--- src/rtl/udp_pid_cmd.sv ---
// rtl/udp_pid_cmd.sv - 8-byte UDP command frame decoder driving the motor PID parameter bank
// Optional motor-enable watchdog: define UDP_PID_CMD_WDOG_EN.
module udp_pid_cmd #(
   parameter logic [7:0]  MAGIC       = 8'hA5,
   parameter logic [31:0] WDOG_CYCLES = 32'd27_000_000
) (
   input  logic        clk,
   input  logic        rst_n,
   input  logic        pay_vld,
   input  logic [7:0]  pay_byte,
   input  logic [15:0] pay_idx,
   input  logic        udp_done,
   input  logic [47:0] udp_src_mac,
   input  logic [31:0] udp_src_ip,
   input  logic [15:0] udp_src_port,
   output logic [31:0] setpoint,
   output logic [31:0] kp,
   output logic [31:0] ki,
   output logic [31:0] kd,
   output logic        motor_en,
   output logic        rep_req,
   output logic [7:0]  rep_status,
   output logic [7:0]  rep_addr,
   output logic [31:0] rep_data,
   output logic [47:0] rep_mac,
   output logic [31:0] rep_ip,
   output logic [15:0] rep_port
);

   typedef enum logic [1:0] {IDLE, CHECK, EXEC} state_t;

   localparam logic [7:0] OP_WRITE = 8'h01;
   localparam logic [7:0] OP_READ  = 8'h02;

   state_t      state, next_state;
   logic [7:0]  stage [8];
   logic [3:0]  cnt;
   logic [7:0]  cmd [8];
   logic [3:0]  cmd_cnt;
   logic [47:0] cmd_mac;
   logic [31:0] cmd_ip;
   logic [15:0] cmd_port;

   logic        snap;
   logic        commit;
   logic [7:0]  csum;
   logic [7:0]  status;
   logic [31:0] cmd_data;
   logic [31:0] rd_val;
   logic [31:0] wr_val;
   logic        do_write;
   logic        wdog_trip;

   always_ff @(posedge clk or negedge rst_n) begin
      if (!rst_n) state <= IDLE;
      else        state <= next_state;
   end

   // Commit (register write + reply latch) happens on the CHECK->EXEC edge,
   // so rep_req is high for exactly the EXEC cycle, two cycles after udp_done.
   always_comb begin
      next_state = state;
      snap       = 1'b0;
      commit     = 1'b0;
      case (state)
         IDLE: begin
            if (udp_done) begin
               snap       = 1'b1;
               next_state = CHECK;
            end
         end
         CHECK: begin
            commit     = 1'b1;
            next_state = EXEC;
         end
         EXEC:    next_state = IDLE;
         default: next_state = IDLE;
      endcase
   end

   always_comb begin
      csum     = cmd[0] ^ cmd[1] ^ cmd[2] ^ cmd[3] ^ cmd[4] ^ cmd[5] ^ cmd[6];
      cmd_data = {cmd[3], cmd[4], cmd[5], cmd[6]};
      status   = 8'd0;
      if (cmd_cnt < 4'd8)                              status = 8'd1;
      else if (cmd[0] != MAGIC)                        status = 8'd2;
      else if (csum != cmd[7])                         status = 8'd3;
      else if (cmd[1] != OP_WRITE && cmd[1] != OP_READ) status = 8'd4;
      else if (cmd[2] > 8'd4)                          status = 8'd5;
      do_write = (status == 8'd0) && (cmd[1] == OP_WRITE);
      case (cmd[2])
         8'd0:    rd_val = setpoint;
         8'd1:    rd_val = kp;
         8'd2:    rd_val = ki;
         8'd3:    rd_val = kd;
         8'd4:    rd_val = {31'd0, motor_en};
         default: rd_val = 32'd0;
      endcase
      wr_val = (cmd[2] == 8'd4) ? {31'd0, cmd_data[0]} : cmd_data;
   end

   // Snapshot clears the buffer, so bytes arriving in CHECK/EXEC start a fresh frame.
   always_ff @(posedge clk or negedge rst_n) begin
      if (!rst_n) begin
         for (int i = 0; i < 8; i++) stage[i] <= 8'd0;
         cnt <= 4'd0;
      end else if (snap) begin
         for (int i = 0; i < 8; i++) stage[i] <= 8'd0;
         cnt <= 4'd0;
      end else if (pay_vld) begin
         if (pay_idx < 16'd8) stage[pay_idx[2:0]] <= pay_byte;
         if (cnt != 4'hF)     cnt <= cnt + 4'd1;
      end
   end

   always_ff @(posedge clk or negedge rst_n) begin
      if (!rst_n) begin
         for (int i = 0; i < 8; i++) cmd[i] <= 8'd0;
         cmd_cnt  <= 4'd0;
         cmd_mac  <= 48'd0;
         cmd_ip   <= 32'd0;
         cmd_port <= 16'd0;
      end else if (snap) begin
         for (int i = 0; i < 8; i++) cmd[i] <= stage[i];
         cmd_cnt  <= cnt;
         cmd_mac  <= udp_src_mac;
         cmd_ip   <= udp_src_ip;
         cmd_port <= udp_src_port;
      end
   end

   always_ff @(posedge clk or negedge rst_n) begin
      if (!rst_n) begin
         setpoint   <= 32'd0;
         kp         <= 32'd0;
         ki         <= 32'd0;
         kd         <= 32'd0;
         motor_en   <= 1'b0;
         rep_req    <= 1'b0;
         rep_status <= 8'd0;
         rep_addr   <= 8'd0;
         rep_data   <= 32'd0;
         rep_mac    <= 48'd0;
         rep_ip     <= 32'd0;
         rep_port   <= 16'd0;
      end else begin
         rep_req <= 1'b0;
         if (commit) begin
            rep_req    <= 1'b1;
            rep_status <= status;
            rep_addr   <= cmd[2];
            rep_mac    <= cmd_mac;
            rep_ip     <= cmd_ip;
            rep_port   <= cmd_port;
            if (status != 8'd0) rep_data <= 32'd0;
            else if (do_write)  rep_data <= wr_val;
            else                rep_data <= rd_val;
         end
         if (commit && do_write && cmd[2] == 8'd0) setpoint <= cmd_data;
         if (commit && do_write && cmd[2] == 8'd1) kp <= cmd_data;
         if (commit && do_write && cmd[2] == 8'd2) ki <= cmd_data;
         if (commit && do_write && cmd[2] == 8'd3) kd <= cmd_data;
         // An explicit enable write wins over a watchdog trip on the same edge.
         if (commit && do_write && cmd[2] == 8'd4) motor_en <= cmd_data[0];
         else if (wdog_trip)                       motor_en <= 1'b0;
      end
   end

`ifdef UDP_PID_CMD_WDOG_EN
   logic [31:0] wdog_cnt;

   always_ff @(posedge clk or negedge rst_n) begin
      if (!rst_n)                                wdog_cnt <= 32'd0;
      else if (commit && status == 8'd0)         wdog_cnt <= 32'd0;
      else if (wdog_cnt != 32'hFFFF_FFFF)        wdog_cnt <= wdog_cnt + 32'd1;
   end

   assign wdog_trip = motor_en && (wdog_cnt >= WDOG_CYCLES);
`else
   logic unused_cfg;
   assign unused_cfg = ^WDOG_CYCLES;
   assign wdog_trip  = 1'b0;
`endif

endmodule
--- config.mk ---
export PLATFORM = sky130hd
export DESIGN_NAME = udp_pid_cmd
export DESIGN_NICKNAME = d
export VERILOG_FILES = /design/src/rtl/udp_pid_cmd.sv
export SDC_FILE = /design/constraint.sdc
export NUM_CORES = 1
export LEC_CHECK = 0
export CORE_MARGIN = 2
export CORE_UTILIZATION = 47
export DETAILED_ROUTE_END_ITERATION = 8
export PLACE_DENSITY_LB_ADDON = 0.12
export SYNTH_ARGS = -nofsm -noshare
export SYNTH_HDL_FRONTEND = slang
export SYNTH_SLANG_ARGS = --single-unit
--- constraint.sdc ---
create_clock -name clk -period 2.2 [get_ports clk]
set_input_delay 0.44 -clock clk [delete_from_list [all_inputs] [get_ports clk]]
set_output_delay 0.44 -clock clk [all_outputs]
set_load 0.05 [all_outputs]
Word-level counts from Yosys, hierarchy flattened
Cells that the tools add are included.
{"block": "word_totals", "reg_bits": 508, "in_bits": 124, "out_inout_bits": 274, "wordCells": 101}
{"block": "op_classes", "add_sub_neg": 1, "magnitude_cmp": 5, "eq_ne": 12, "n_mux": 24, "n_bitwise": 7, "n_reduce_logical": 18}
{"cell": "2-to-1 mux 64 bit", "n": 3}
{"cell": "one-hot mux 32 bit (5 select lines)", "n": 1}
{"cell": "2-to-1 mux 32 bit", "n": 3}
{"cell": "bitwise mux 64 bit", "n": 1}
{"cell": "bitwise XOR 8 bit", "n": 6}
{"cell": "demux 8 bit (select 3 bit)", "n": 1}
{"cell": "equality test 8 x 1 -> 1 bit (second input constant)", "n": 2}
{"cell": "equality test 8 x 2 -> 1 bit (second input constant)", "n": 2}
{"cell": "zero test 8 bit", "n": 2}
{"cell": "< comparator 16 x 4 -> 1 bit (second input constant)", "n": 1}
{"cell": "2-to-1 mux 3 bit", "n": 5}
{"cell": "2-to-1 mux 4 bit", "n": 3}
{"cell": "logical AND 1 bit", "n": 9}
{"cell": "equality test 8 x 3 -> 1 bit (second input constant)", "n": 1}
{"cell": "> comparator 8 x 3 -> 1 bit (second input constant)", "n": 1}
{"cell": "2-to-1 mux 8 bit", "n": 1}
{"cell": "inequality test 8 x 1 -> 1 bit (second input constant)", "n": 1}
{"cell": "inequality test 8 x 2 -> 1 bit (second input constant)", "n": 1}
{"cell": "inequality test 8 bit", "n": 1}
{"cell": "inequality test 8 bit (second input constant)", "n": 1}
{"cell": "nonzero test 8 bit", "n": 1}
{"cell": "nonzero test 2 bit", "n": 3}
{"cell": "adder 4 x 1 -> 4 bit (second input constant)", "n": 1}
{"cell": "greater-or-equal comparator 4 bit (second input constant)", "n": 1}
{"cell": "other kinds (11)", "n": 15}

Logic depth before layout (Yosys ltp)
Gate-level depths: netlist of the first run.
{"block": "logic_depth", "depth_word": 14, "ltp_mapped": 9, "mapped_depth_nobuf": 7}

Least setup slack after synthesis of the first run
OpenSTA, ideal clock, no wires.
{"block": "synth_timing", "kind": "register to register", "start": "register cmd[44] (netlist name)", "end": "register ki[10]", "setup_ps": 125, "t_arrival_ps": 2222, "required_ps": 2075, "setup_slack_ps": -147, "path_stages_with_launch": 8, "n_path_buf": 1, "cell_sequence": "dfrtp_1 or4_4 nor2_2 and3b_1 and4_4 nand4_4 buf_6 mux2_4"}
{"block": "synth_via", "elab_chain_cells": 13}
{"element": "start: declaration", "line": "38", "rtl": "logic [7:0] cmd [8];"}
{"element": "bitwise XOR 8 bit (5 in a row)", "line": "82", "rtl": "csum = cmd[0] ^ cmd[1] ^ cmd[2] ^ cmd[3] ^ cmd[4] ^ cmd[5] ^ cmd[6];"}
{"element": "inequality test 8 bit", "line": "87", "rtl": "else if (csum != cmd[7]) status = 8'd3;"}
{"element": "2-to-1 mux 3 bit", "line": "87"}
{"element": "2-to-1 mux 3 bit", "line": "86", "rtl": "else if (cmd[0] != MAGIC) status = 8'd2;"}
{"element": "2-to-1 mux 3 bit", "line": "85", "rtl": "if (cmd_cnt < 4'd8) status = 8'd1;"}
{"element": "zero test 8 bit", "line": "90", "rtl": "do_write = (status == 8'd0) && (cmd[1] == OP_WRITE);"}
{"element": "logical AND 1 bit", "line": "90"}
{"element": "logical AND 1 bit", "line": "161", "rtl": "if (commit && do_write && cmd[2] == 8'd2) ki <= cmd_data;"}
{"element": "logical AND 1 bit (*)", "line": "161"}
{"element": "end signal: assignment", "line": "161"}
{"element": "end: declaration", "line": "18", "rtl": "output logic [31:0] ki,"}
Every way passes the cells marked *; elsewhere a longest branch is shown, timed or not.
A chain may end at the register's enable or synchronous reset.

Worst setup path in the final report of the first run
{"block": "layout_timing", "start": "register cmd[45] (netlist name)", "end": "register kd[15]"}
{"block": "layout_via", "elab_chain_cells": 13}
{"element": "bitwise XOR 8 bit (5 in a row)", "line": "82"}
{"element": "inequality test 8 bit", "line": "87"}
{"element": "2-to-1 mux 3 bit", "line": "87"}
{"element": "2-to-1 mux 3 bit", "line": "86"}
{"element": "2-to-1 mux 3 bit", "line": "85"}
{"element": "zero test 8 bit", "line": "90"}
{"element": "logical AND 1 bit", "line": "90"}
{"element": "logical AND 1 bit", "line": "162", "rtl": "if (commit && do_write && cmd[2] == 8'd3) kd <= cmd_data;"}
{"element": "logical AND 1 bit (*)", "line": "162"}
{"element": "end signal: assignment", "line": "162"}
{"element": "end: declaration", "line": "19", "rtl": "output logic [31:0] kd,"}
Marked as above.

==> impl_metrics.py, run 1 <==
metrics = {
    "logic_synthesis": {
        "async_reset_ff_share_pct": 100,
        "synth-edff-count": 0,
        "ys_seq_area_share_pct": 59.4,
        "ys_types": 47,
        "avgSynthCellArea_sq_um": 13.0,
        "ys.warnings.count": 0,
        "yosys_register_bits": 500,
        "syn_area_sq_mm": 0.0211,
        "synthFlopType": "dfrtp_1",
        "synthCells": 1624,
    },
    "sta": {
        "relSlewSlack_pct": 41.3,
        "setup_slack_ns": -0.222,
        "period_share_pct": 110,
        "setup_violations": 148,
        "grt_setup_unrepaired": "yes",
        "hold_viol_final": 0,
        "finalMaxSlewViolations": 0,
        "layout_min_cycle_time_ns": 2.42,
        "finClkSkew_ns": 0.0339,
        "worst_slew_pin_slew_ns": 0.880,
        "fmax_mhz": 413,
    },
    "placed_design": {
        "place_congestion": 0.793,
        "dp_hpwl_um": 39600,
        "io_buffers": 392,
    },
    "hold_path": {
        "min_path_type": "input port to asynchronous set/reset pin",
    },
    "status": {
        "violations": "negative setup slack",
        "status": "finished, violations left",
    },
    "detailed_routing": {
        "routed_wl_um": 58800,
        "ant_nets": 0,
        "first_pass_iters": 5,
        "wl_per_cell_um": 21.5,
        "drcViolationCount": 0,
        "vias": 14403,
        "drt-initial-drc-count": 848,
        "vias_per_cell": 5.27,
    },
    "worst_setup_path": {
        "critPathTopFamily": "simple AND/OR/NAND/NOR gates",
        "path_max_fanout": 5,
        "path_depth": 7,
        "r2r_cells": 7,
        "critPathCaptureType": "flop",
        "path_cells": "or4_4 -> nor2_4 -> and3b_2 -> and4_4 -> nand3_4 -> clkbuf_16 -> mux2_4",
        "crit_arrival_ns": 2.89,
        "slowest_delay_ns": 0.58,
        "critPathBufInv": 1,
        "required_ns": 2.67,
        "crit_type": "flop to flop",
        "cp-start-kind": "flop",
        "crit_slowest_cell": "or4_4",
    },
    "global_routing": {
        "grt_remaining_overflow": 0,
        "grt_max_degree": 140,
        "track_usage_pct": 25.1,
        "antenna_found_initial": 0,
        "grt_pass1_vias": 15022,
        "grt_pass1_wl_um": 90300,
    },
    "layout": {
        "drive_gt1_share_pct": 29.5,
        "nNetsFinal": 2225,
        "diodes": 0,
        "area_growth_pct": 36.1,
        "final_util_pct": 64.9,
    },
    "clock_tree": {
        "htree_num_levels": 2,
        "cts.clk_slew.worst_paths_ns": 0.06,
        "clockBufferDepth": 3,
        "numCtsBuffers": 52,
        "clk_latency_ns": 0.60,
        "cts-root-buf": "clkbuf_16",
        "cts_sinks": 500,
        "cts_tree": "done",
    },
    "job": {
        "drv_cap": 0,
    },
    "pwr": {
        "finalPower_mw": 25.9,
        "p_per_area_mw_per_mm2": 903,
        "p_seq_share_pct": 42.6,
        "power_frac_clock_pct": 33.7,
        "pwr-share-comb_pct": 23.7,
        "max-vdd-ir-drop_mv": 0.987,
        "static-leakage-power_nw": 14.9,
        "p_switching_mw": 8.58,
        "switching_share_pct": 33.1,
        "power.internal_mw": 17.3,
    },
    "floorplanning": {
        "coreArea_sq_mm": 0.0442,
        "die_y_um": 216,
        "row_count": 77,
        "floorplan.initialDensity_pct": 47.7,
        "die-area_sq_mm": 0.0466,
        "dieWidth_um": 216,
        "ios": 398,
    },
}
## worst paths after layout
check,start,endpoint,slack (ns)
worst max register to register,cmd[45]$_DFFE_PN0P_,kd[15]$_DFFE_PN0P_,-0.22
max in group asynchronous,rst_n,rep_addr[1]$_DFFE_PN0P_,1.03
worst min-delay path,rst_n,stage[22]$_DFFE_PN0P_,0.31
min in group clk,udp_src_mac[4],cmd_mac[4]$_DFFE_PN0P_,0.45
worst min register to register,cmd_mac[40]$_DFFE_PN0P_,rep_mac[40]$_DFFE_PN0P_,0.45
worst max-delay path,cmd[45]$_DFFE_PN0P_,kd[15]$_DFFE_PN0P_,-0.22
## Yosys cell counts, types with 17 or more instances
library cell	number	area share, %
a21oi_1	34	0.81
mux2i_1	66	3.1
dfrtp_1	500	59
mux2_2	170	9.1
nand2_1	350	6.2
mux2_4	90	6.4
o31ai_1	17	0.61
xnor2_1	57	2.4
mux2_1	30	1.6
clkbuf_1	72	1.3
nor2_1	80	1.4
mux4_2	32	3.4
## per-stage QoR
stage	setup TNS [ns]	area [sq um]	hold slack (ns)	setup WS [ns]	std cells
5_1_grt	-32.86	28700	0.307	-0.269	2733
6_report	-24.50	28700	0.314	-0.222	2733
3_5_place_dp	-43.76	26600	0.328	-0.390	2624
4_1_cts	-19.32	28300	0.287	-0.189	2727
3_3_place_gp	-36.19	26600	0.327	-0.355	2624
2_1_floorplan	-12.57	21200	0.144	-0.113	1628
## cell type report
class | instances | area, sq um
inverters | 5 | 20.0
repair buffers | 524 | 5050
fillers | 3395 | 15500
flip-flops and latches | 500 | 12500
well taps | 592 | 741
multi-input cells | 1017 | 8650
clock inverters | 16 | 149
clock buffers | 79 | 1560
## sequential cells by signal (all words and copies together) (netlist names), 48 cells and up
register  cells
rep_mac      48
cmd          64
cmd_mac      48
stage        64
## per-layer routing
layer | vias up | track usage, % | part of all wire [%]
li1 | 6481 | - | -
met1 | 7429 | 34.6 | 44
met2 | 404 | 40.1 | 48
met3 | 89 | 5.37 | 5.4
met4 | 0 | 7.45 | 2.6
met5 | - | 0 | 0
## power groups by stage
stage / Clock (mW) / Sequential [mW] / Combinational (mW)
after floorplan: 0 / 13.8 / 1.50
after global placement: 0 / 11.2 / 6.63
after detailed placement: 0 / 11.2 / 6.71
after CTS: 8.94 / 11.1 / 6.21
after global routing: 9.33 / 11.2 / 6.48
final: 8.73 / 11.0 / 6.13
## cell families after synthesis
| group | synth area share [%] |
|---|---|
| flip-flops | 59.4 |
| other | 0.0178 |
| AO/OA/AOI/OAI | 2.50 |
| adder cells (fa/ha/maj) | 0.0593 |
| multiplexers | 23.6 |
| buffers and inverters | 2.42 |
| XOR/XNOR | 2.49 |
| AND/OR/NAND/NOR | 9.51 |
## cell usage in the layout (no fill, tap or decap), drive strengths merged, types with 3 or more instances in the layout
cell type and instances:
nor3b 3, buf 147, nand4 11, clkinv 14, nor2 82, and4b 3, a21oi 34, nand3 6
dlymetal6s2s 3, mux4 32, dlygate4sd2 249, a22oi 15, xor2 3, o31ai 17, clkdlybuf4s50 122, conb 5
dfrtp 500, mux2 290, nand2 350, inv 5, xnor2 57, mux2i 66, clkbuf 81, nor4 5
o21ai 16, nor3 3
## worst reg2reg max path, stage by stage, from the launching register on
cell and delay (ns):
dfrtp_1 0.37, or4_4 0.58, nor2_4 0.13, and3b_2 0.20, and4_4 0.30, nand3_4 0.20
clkbuf_16 0.24, mux2_4 0.30
## what timing repair did
item,in CTS,in global routing
gates cloned,2,3
setup endpoints to repair,410,164
buffers inserted,5,4
hold endpoints to repair,24,0
hold buffers,1,0
gates resized for setup,295,68
pin swaps,21,13
Note: power is estimated with default switching activity, not from simulation.
==> run 2: changes to the inputs <==
CELL_PAD_IN_SITES_DETAIL_PLACEMENT = 2   (was default)
CELL_PAD_IN_SITES_GLOBAL_PLACEMENT = 2   (was default)
CORE_UTILIZATION = 32   (was 47)
==> impl_metrics.py, run 2 (synthesis gave the netlist of run 1 again) <==
metrics = {
    "floorplanning": {
        "die-area_sq_mm": 0.0679,
        "floorplan.initialDensity_pct": 32.2,
        "coreArea_sq_mm": 0.0655,
        "row_count": 94,
        "die_y_um": 261,
        "ios": 398,
        "dieWidth_um": 261,
    },
    "worst_setup_path": {
        "path_max_fanout": 32,
        "worst_r2r_endpoint": "kp[15]$_DFFE_PN0P_",
        "r2r-start": "cmd[44]$_DFFE_PN0P_",
        "critPathCaptureType": "flop",
        "rrSetupSlack_ns": -0.28,
        "crit_type": "flop to flop",
        "cp-start-kind": "flop",
        "required_ns": 2.67,
        "crit_arrival_ns": 2.95,
        "r2r_cells": 7,
    },
    "layout": {
        "reg_top3": "cmd x64, stage x64",
        "final_util_pct": 45.1,
        "area_growth_pct": 40.1,
        "drive_gt1_share_pct": 31.4,
        "fin_area_sq_mm": 0.0295,
        "final_cell_mix": "498 x dfrtp_1, 350 x nand2_1, 238 x dlygate4sd2_1",
        "fillCellCount": 6510,
        "final_common_cell": "dfrtp_1",
        "nNetsFinal": 2261,
    },
    "sta": {
        "finalMaxSlewViolations": 0,
        "grt_setup_unrepaired": "yes",
        "hold_viol_final": 0,
        "setup_violations": 161,
        "fmax_mhz": 403,
        "finClkSkew_ns": 0.0343,
        "period_share_pct": 113,
        "setup-tns-final_ns": -32.85,
        "layout_min_cycle_time_ns": 2.48,
        "setup_slack_ns": -0.281,
        "relSlewSlack_pct": 48.0,
        "worst_slew_pin_slew_ns": 0.779,
    },
    "placed_design": {
        "io_buffers": 392,
        "dp_hpwl_um": 50400,
        "dp_slack_ns": -0.571,
        "place_congestion": 0.748,
        "place_area_sq_mm": 0.0271,
    },
    "detailed_routing": {
        "ant_nets": 0,
        "vias_per_cell": 4.89,
        "drcViolationCount": 0,
        "routed_wl_um": 74600,
        "wl_per_cell_um": 24.5,
        "vias": 14894,
        "first_pass_iters": 4,
        "drt-initial-drc-count": 769,
    },
    "global_routing": {
        "grt_remaining_overflow": 0,
        "grt_max_degree": 140,
        "use_met3_pct": 3.14,
        "met2_usage_pct": 37.9,
        "grt_pass1_vias": 16873,
        "use_met1_pct": 28.6,
        "busiest_layer": "met2",
        "grt_pass1_wl_um": 112000,
        "track_usage_pct": 22.0,
        "antenna_found_initial": 1,
    },
    "clock_tree": {
        "htree_num_levels": 2,
        "cts.clk_slew.worst_paths_ns": 0.06,
        "cts_tree": "done",
        "cts_sinks": 500,
        "clockBufferDepth": 3,
        "cts-root-buf": "clkbuf_16",
        "numCtsBuffers": 58,
        "clk_latency_ns": 0.61,
    },
    "job": {
        "drv_cap": 0,
    },
    "pwr": {
        "finalPower_mw": 27.0,
        "max-vdd-ir-drop_mv": 0.601,
        "p_per_area_mw_per_mm2": 915,
        "static-leakage-power_nw": 15.0,
    },
    "hold_path": {
        "min_path_type": "input port to asynchronous set/reset pin",
    },
    "status": {
        "violations": "negative setup slack",
        "status": "finished, violations left",
    },
}
-- run 2: cell types whose count changed in the layout (fill, tap and decap cells not counted), sizes merged --
cell	before	now
dlygate4sd2	249	238
clkinv	14	4
buf	147	192
inv	5	7
diode	0	1
dlymetal6s2s	3	0
clkbuf	81	99
-- run 2: per-stage QoR --
stage | instances | hold WS, ns
floorplan | 1628 | 0.144
global placement | 2922 | 0.440
detailed placement | 2922 | 0.442
CTS | 3042 | 0.375
global route | 3047 | 0.406
finish | 3047 | 0.405
-- run 2: worst max-delay path, stage by stage (launching register included) --
cell     delay (ns)
dfrtp_1        0.39
or4_4          0.60
nor2_4         0.11
and3b_2        0.19
and4_4         0.30
nand4_4        0.12
buf_12         0.20
mux2_4         0.35
-- run 2: worst max path at each step --
stage	startpoint	endpoint	slack, ns
detailed placement	pay_vld	stage[13]$_DFFE_PN0P_	-0.57
global route	cmd[44]$_DFFE_PN0P_	ki[16]$_DFFE_PN0P_	-0.34
finish	cmd[44]$_DFFE_PN0P_	kp[15]$_DFFE_PN0P_	-0.28
global placement	pay_vld	stage[10]$_DFFE_PN0P_	-0.43
CTS	cmd[44]$_DFFE_PN0P_	kp[15]$_DFFE_PN0P_	-0.25
floorplan	cmd[44]$_DFFE_PN0P_	ki[10]$_DFFE_PN0P_	-0.11
-- run 2: timing repair --
action                                 4_1_cts  5_1_grt
pin swaps                                   27       20
setup endpoints to repair                  400      165
buffers inserted                            12        5
gates resized for setup                    339       34
hold buffers                                 1        0
endpoints found under the hold margin       35        0
gates cloned                                 5        1
-- run 2: routing by layer --
layer | routed length (um) | part of all wire [%]
met5 | 0 | 0
met4 | 2040 | 2.7
met3 | 2690 | 3.6
met2 | 38500 | 52
met1 | 31500 | 42
-- run 2: where the power goes --
part	internal, mW	switching, mW
Combinational	1.79	4.53
Clock	5.76	3.87
Sequential	10.4	0.641
Total	18.0	9.04
-- run 2: final cells by class --
cell class,instances,area [sq um],area share [%]
Tap cell,864,1080,3.66
Timing Repair Buffer,554,5280,17.9
Antenna cell,1,2.50,0.00847
Inverter,5,21.3,0.0720
Sequential cell,500,12500,42.4
Multi-Input combinational cell,1017,8750,29.6
Clock inverter,8,97.6,0.330
Clock buffer,98,1800,6.10
==> run 3: changes to the inputs <==
CORE_ASPECT_RATIO = 1.4   (was default)
==> impl_metrics.py, run 3 (synthesis gave the netlist of run 1 again) <==
metrics = {
    "status": {
        "status": "finished, violations left",
        "violations": "negative setup slack",
    },
    "global_routing": {
        "track_usage_pct": 22.0,
        "grt_pass1_wl_um": 113000,
        "grt_max_degree": 140,
        "use_met1_pct": 25.5,
        "grt_pass1_vias": 16936,
        "met2_usage_pct": 39.7,
        "use_met3_pct": 3.92,
        "grt_remaining_overflow": 0,
        "busiest_layer": "met2",
        "antenna_found_initial": 5,
    },
    "sta": {
        "period_share_pct": 112,
        "relSlewSlack_pct": 48.0,
        "finalMaxSlewViolations": 0,
        "layout_min_cycle_time_ns": 2.47,
        "grt_setup_unrepaired": "yes",
        "finClkSkew_ns": 0.0280,
        "setup_violations": 161,
        "setup-tns-final_ns": -31.93,
        "whs_ns": 0.387,
        "hold_viol_final": 0,
        "worst_slew_pin_slew_ns": 0.780,
        "fmax_mhz": 405,
        "setup_slack_ns": -0.270,
    },
    "worst_setup_path": {
        "critical_path.startpoint": "cmd[45]$_DFFE_PN0P_",
        "r2r-start": "cmd[45]$_DFFE_PN0P_",
        "cp-start-kind": "flop",
        "crit_type": "flop to flop",
        "path_max_fanout": 21,
        "rrSetupSlack_ns": -0.27,
        "required_ns": 2.68,
        "critPathCaptureType": "flop",
        "crit_arrival_ns": 2.95,
    },
    "layout": {
        "reg_top3": "cmd x64, stage x64",
        "final_common_cell": "dfrtp_1",
        "final_cell_mix": "495 x dfrtp_1, 350 x nand2_1, 170 x mux2_2",
        "drive_gt1_share_pct": 32.2,
        "fillCellCount": 6412,
        "nNetsFinal": 2251,
        "final_util_pct": 45.6,
        "ff_latch_area_sq_mm": 0.0125,
        "multi_input_area_sq_mm": 0.00868,
        "area_growth_pct": 41.3,
    },
    "clock_tree": {
        "cts_tree": "done",
        "cts-root-buf": "clkbuf_16",
        "cts.clk_slew.worst_paths_ns": 0.06,
        "numCtsBuffers": 53,
        "clockBufferDepth": 3,
        "cts_sinks": 500,
        "clk_latency_ns": 0.61,
        "htree_num_levels": 2,
    },
    "detailed_routing": {
        "drt-initial-drc-count": 678,
        "drcViolationCount": 0,
        "vias": 14889,
        "routed_wl_um": 76000,
        "first_pass_iters": 4,
        "vias_per_cell": 4.94,
        "wl_per_cell_um": 25.2,
        "ant_nets": 0,
    },
    "floorplanning": {
        "die_y_um": 308,
        "row_count": 111,
        "dieWidth_um": 221,
        "coreArea_sq_mm": 0.0653,
        "floorplan.initialDensity_pct": 32.3,
        "ios": 398,
        "die-area_sq_mm": 0.0680,
    },
    "placed_design": {
        "io_buffers": 392,
        "dp_hpwl_um": 53000,
        "place_congestion": 0.767,
    },
    "pwr": {
        "p_per_area_mw_per_mm2": 894,
        "static-leakage-power_nw": 16.7,
        "max-vdd-ir-drop_mv": 0.890,
    },
    "job": {
        "drv_cap": 0,
    },
    "hold_path": {
        "min_path_type": "input port to asynchronous set/reset pin",
    },
}
-- run 3: cell count changes in the layout (fill, tap and decap cells not counted), moves of 4 or more --
cell / previous run / this run
buf_6: 11 / 5
o31ai_1: 1 / 9
xnor2_2: 9 / 15
dlymetal6s2s_1: 0 / 163
xnor2_1: 44 / 37
o31ai_4: 15 / 5
buf_12: 29 / 33
clkbuf_8: 18 / 9
clkinv_2: 4 / 12
dlygate4sd2_1: 238 / 53
buf_4: 145 / 165
-- run 3: worst paths after layout --
check | end | depth (start not counted)
max | kp[21]$_DFFE_PN0P_ | 7
min | cmd_ip[19]$_DFFE_PN0P_ | 2
max reg2reg | kp[21]$_DFFE_PN0P_ | 7
min reg2reg | rep_ip[13]$_DFFE_PN0P_ | 2
max in group asynchronous | cmd[45]$_DFFE_PN0P_ | 3
min in group clk | cmd_mac[24]$_DFFE_PN0P_ | 2
-- run 3: final cells by class --
class | count | area share (%)
Sequential cell | 500 | 42.0
Multi-Input combinational cell | 1017 | 29.1
Timing Repair Buffer | 549 | 19.6
Clock buffer | 82 | 5.26
Tap cell | 847 | 3.56
Clock inverter | 14 | 0.332
Inverter | 5 | 0.0714
Antenna cell | 2 | 0.0168
-- run 3: per-layer routing --
layer	part of all wire (%)	routed length, um
met1	39	29800
met5	0	0
met4	4.2	3170
met3	3.9	2950
met2	53	40000
-- run 3: where the power goes --
part / switching (mW) / internal (mW)
Sequential: 0.670 / 10.4
Clock: 3.80 / 5.00
Combinational: 4.50 / 2.25
-- run 3: stage by stage --
stage	worst slack, ns	power, mW	cells	cell area, sq um
after floorplan	-0.113	15.3	1628	21200
after CTS	-0.228	27.2	3007	29000
after global routing	-0.338	27.8	3016	29800
after detailed placement	-0.364	18.2	2903	27000
after global placement	-0.275	17.9	2903	27000
final	-0.270	26.6	3016	29800
-- run 3: repair_timing --
action / 4_1_cts / 5_1_grt
buffers inserted: 6 / 8
hold buffers: 1 / 0
cloned: 2 / 2
pin swaps: 15 / 18
gates resized for setup: 111 / 226
endpoints found under the hold margin: 24 / 0
setup endpoints to repair: 377 / 324
-- run 3: worst max-delay path, stage by stage, from the launching register on --
cell,delay [ns]
dfrtp_2,0.42
or4_4,0.60
nor2_4,0.13
and3b_2,0.20
and4_4,0.30
nand4_4,0.15
buf_12,0.21
mux2_4,0.33
==> edit: new RTL, config.mk and constraints of run 3 <==
Put one more register stage on the output `setpoint`, without a reset. The value now appears one clock later. The other outputs are not delayed to match.
--- a/src/rtl/udp_pid_cmd.sv
+++ b/src/rtl/udp_pid_cmd.sv
@@ -33,2 +33,4 @@
    localparam logic [7:0] OP_READ  = 8'h02;
+
+   logic [31:0] setpoint_s0;
 
@@ -91,3 +93,3 @@
       case (cmd[2])
-         8'd0:    rd_val = setpoint;
+         8'd0:    rd_val = setpoint_s0;
          8'd1:    rd_val = kp;
@@ -133,3 +135,3 @@
       if (!rst_n) begin
-         setpoint   <= 32'd0;
+         setpoint_s0 <= 32'd0;
          kp         <= 32'd0;
@@ -158,3 +160,3 @@
          end
-         if (commit && do_write && cmd[2] == 8'd0) setpoint <= cmd_data;
+         if (commit && do_write && cmd[2] == 8'd0) setpoint_s0 <= cmd_data;
          if (commit && do_write && cmd[2] == 8'd1) kp <= cmd_data;
@@ -184,2 +186,6 @@
 
+   always_ff @(posedge clk) begin
+      setpoint <= setpoint_s0;
+   end
+
 endmodule
Check against the original RTL: no difference found for any inputs over 4 cycles, from zero or initial values and one cycle with rst_n low; that may be too few to reach the edited logic, so the function may still have changed.
==> edit against run 3 <==
  * The flow still finishes with violations (negative setup slack)
  * Power up 4.3%
  * Hold slack worse by 0.11 ns
  * First-iteration DRC count grew 4.1%
  * Clock power rose by 12%
  * Count of clock-buffer cells in the layout decreased by 1
  * Routed wire length up 3.8%
  * Fmax decreased by 10%
  * Setup slack got worse by 0.28 ns
  * Sequential power rose by 5%
  * Sequential cell count increased by 32
  * Cell area rose by 0.63%
  * Non-clock buffer count grew 13
  * Sequential share of layout area rose by 1.9 points
  * Synthesized area is 1.2% higher
==> edit: results (changes against run 3) <==
Outcome: complete, but fails checks (unchanged)
Failing checks: negative setup slack (unchanged)
Met2 usage: 42.26% (was 39.67%)
Final WL: 78870 um (was 75990 um)
Worst Tran Pin Value: 0.7495 ns (was 0.7798 ns)
Post-CTS Setup Repair Bufs: 14 (was 6)
DR top layer: met5 (was met4)
Sw power: 9285 uW (was 8967 uW)
Power Density: 926.5 nW/um^2 (was 894.1 nW/um^2)
Setup WS post-layout: -0.5467 ns (was -0.2700 ns)
# fillers: 6627 (was 6412)
Vias post-DR: 15300 (was 14890)
Crit path arrival time: 3.26 ns (was 2.95 ns)
Hpwl dp: 52970 um (was 53020 um)
Sequential share of power: 42.0% (was 41.7%)
Net total in the final layout: 2319 (was 2251)
Routed wl met2: 42770 um (was 40040 um)
Met1 Wirelength: 30520 um (was 29820 um)
Post-Syn Instances: 1680 (was 1624)
Critical path fanouts, max: 14 (was 21)
Final setup TNS: -76.88 ns (was -31.93 ns)
Largest net degree at the start of global routing: 108 (was 140)
Ranking of synthesized cells by area: dfrtp_1, mux2_2, nand2_1, mux4_2, mux2i_1 (was dfrtp_1, mux2_2, mux2_4, nand2_1, mux4_2)
Pleak: 0.01502 uW (was 0.01669 uW)
Worst R2R End: ki[27]$_DFFE_PN0P_ (was kp[21]$_DFFE_PN0P_)
Final Setup Violations: 162 (was 161)
Initial antenna violation count: 1 (was 5)
Placed Area: 27360 um^2 (was 27030 um^2)
Fin Hold WS: 0.2718 ns (was 0.3867 ns)
==> edit: cell types whose count changed in the layout (fill, tap and decap cells not counted), sizes merged, moves of 11 or more <==
cell,delta
o31ai,+14
o21ai,-11
a22oi,-15
dfxtp,+32
a21oi,+30
dlymetal6s2s,-163
dlygate4sd2,+169
==> edit: layout make-up <==
class                      count  area, um^2  area share (%)
timing repair buffer         562        5424           18.09
inverter                       8       31.28          0.1043
sequential                   532       13160           43.89
multi-input combinational   1034        8391           27.99
clock buffer                  81        1655           5.522
clock inverter                23       251.5          0.8389
tap                          855        1070           3.568
==> edit: kinds of logic after synthesis <==
family,Yosys count,share of synthesized area (%)
other,1,0.01758
DFF,532,61.64
adders and majority gates,1,0.05863
muxes,384,21.57
buffers and inverters,118,2.217
AOI/OAI and AO/OA,111,3.114
xor gates and xnor gates,60,2.463
and+or+nand+nor,473,8.913
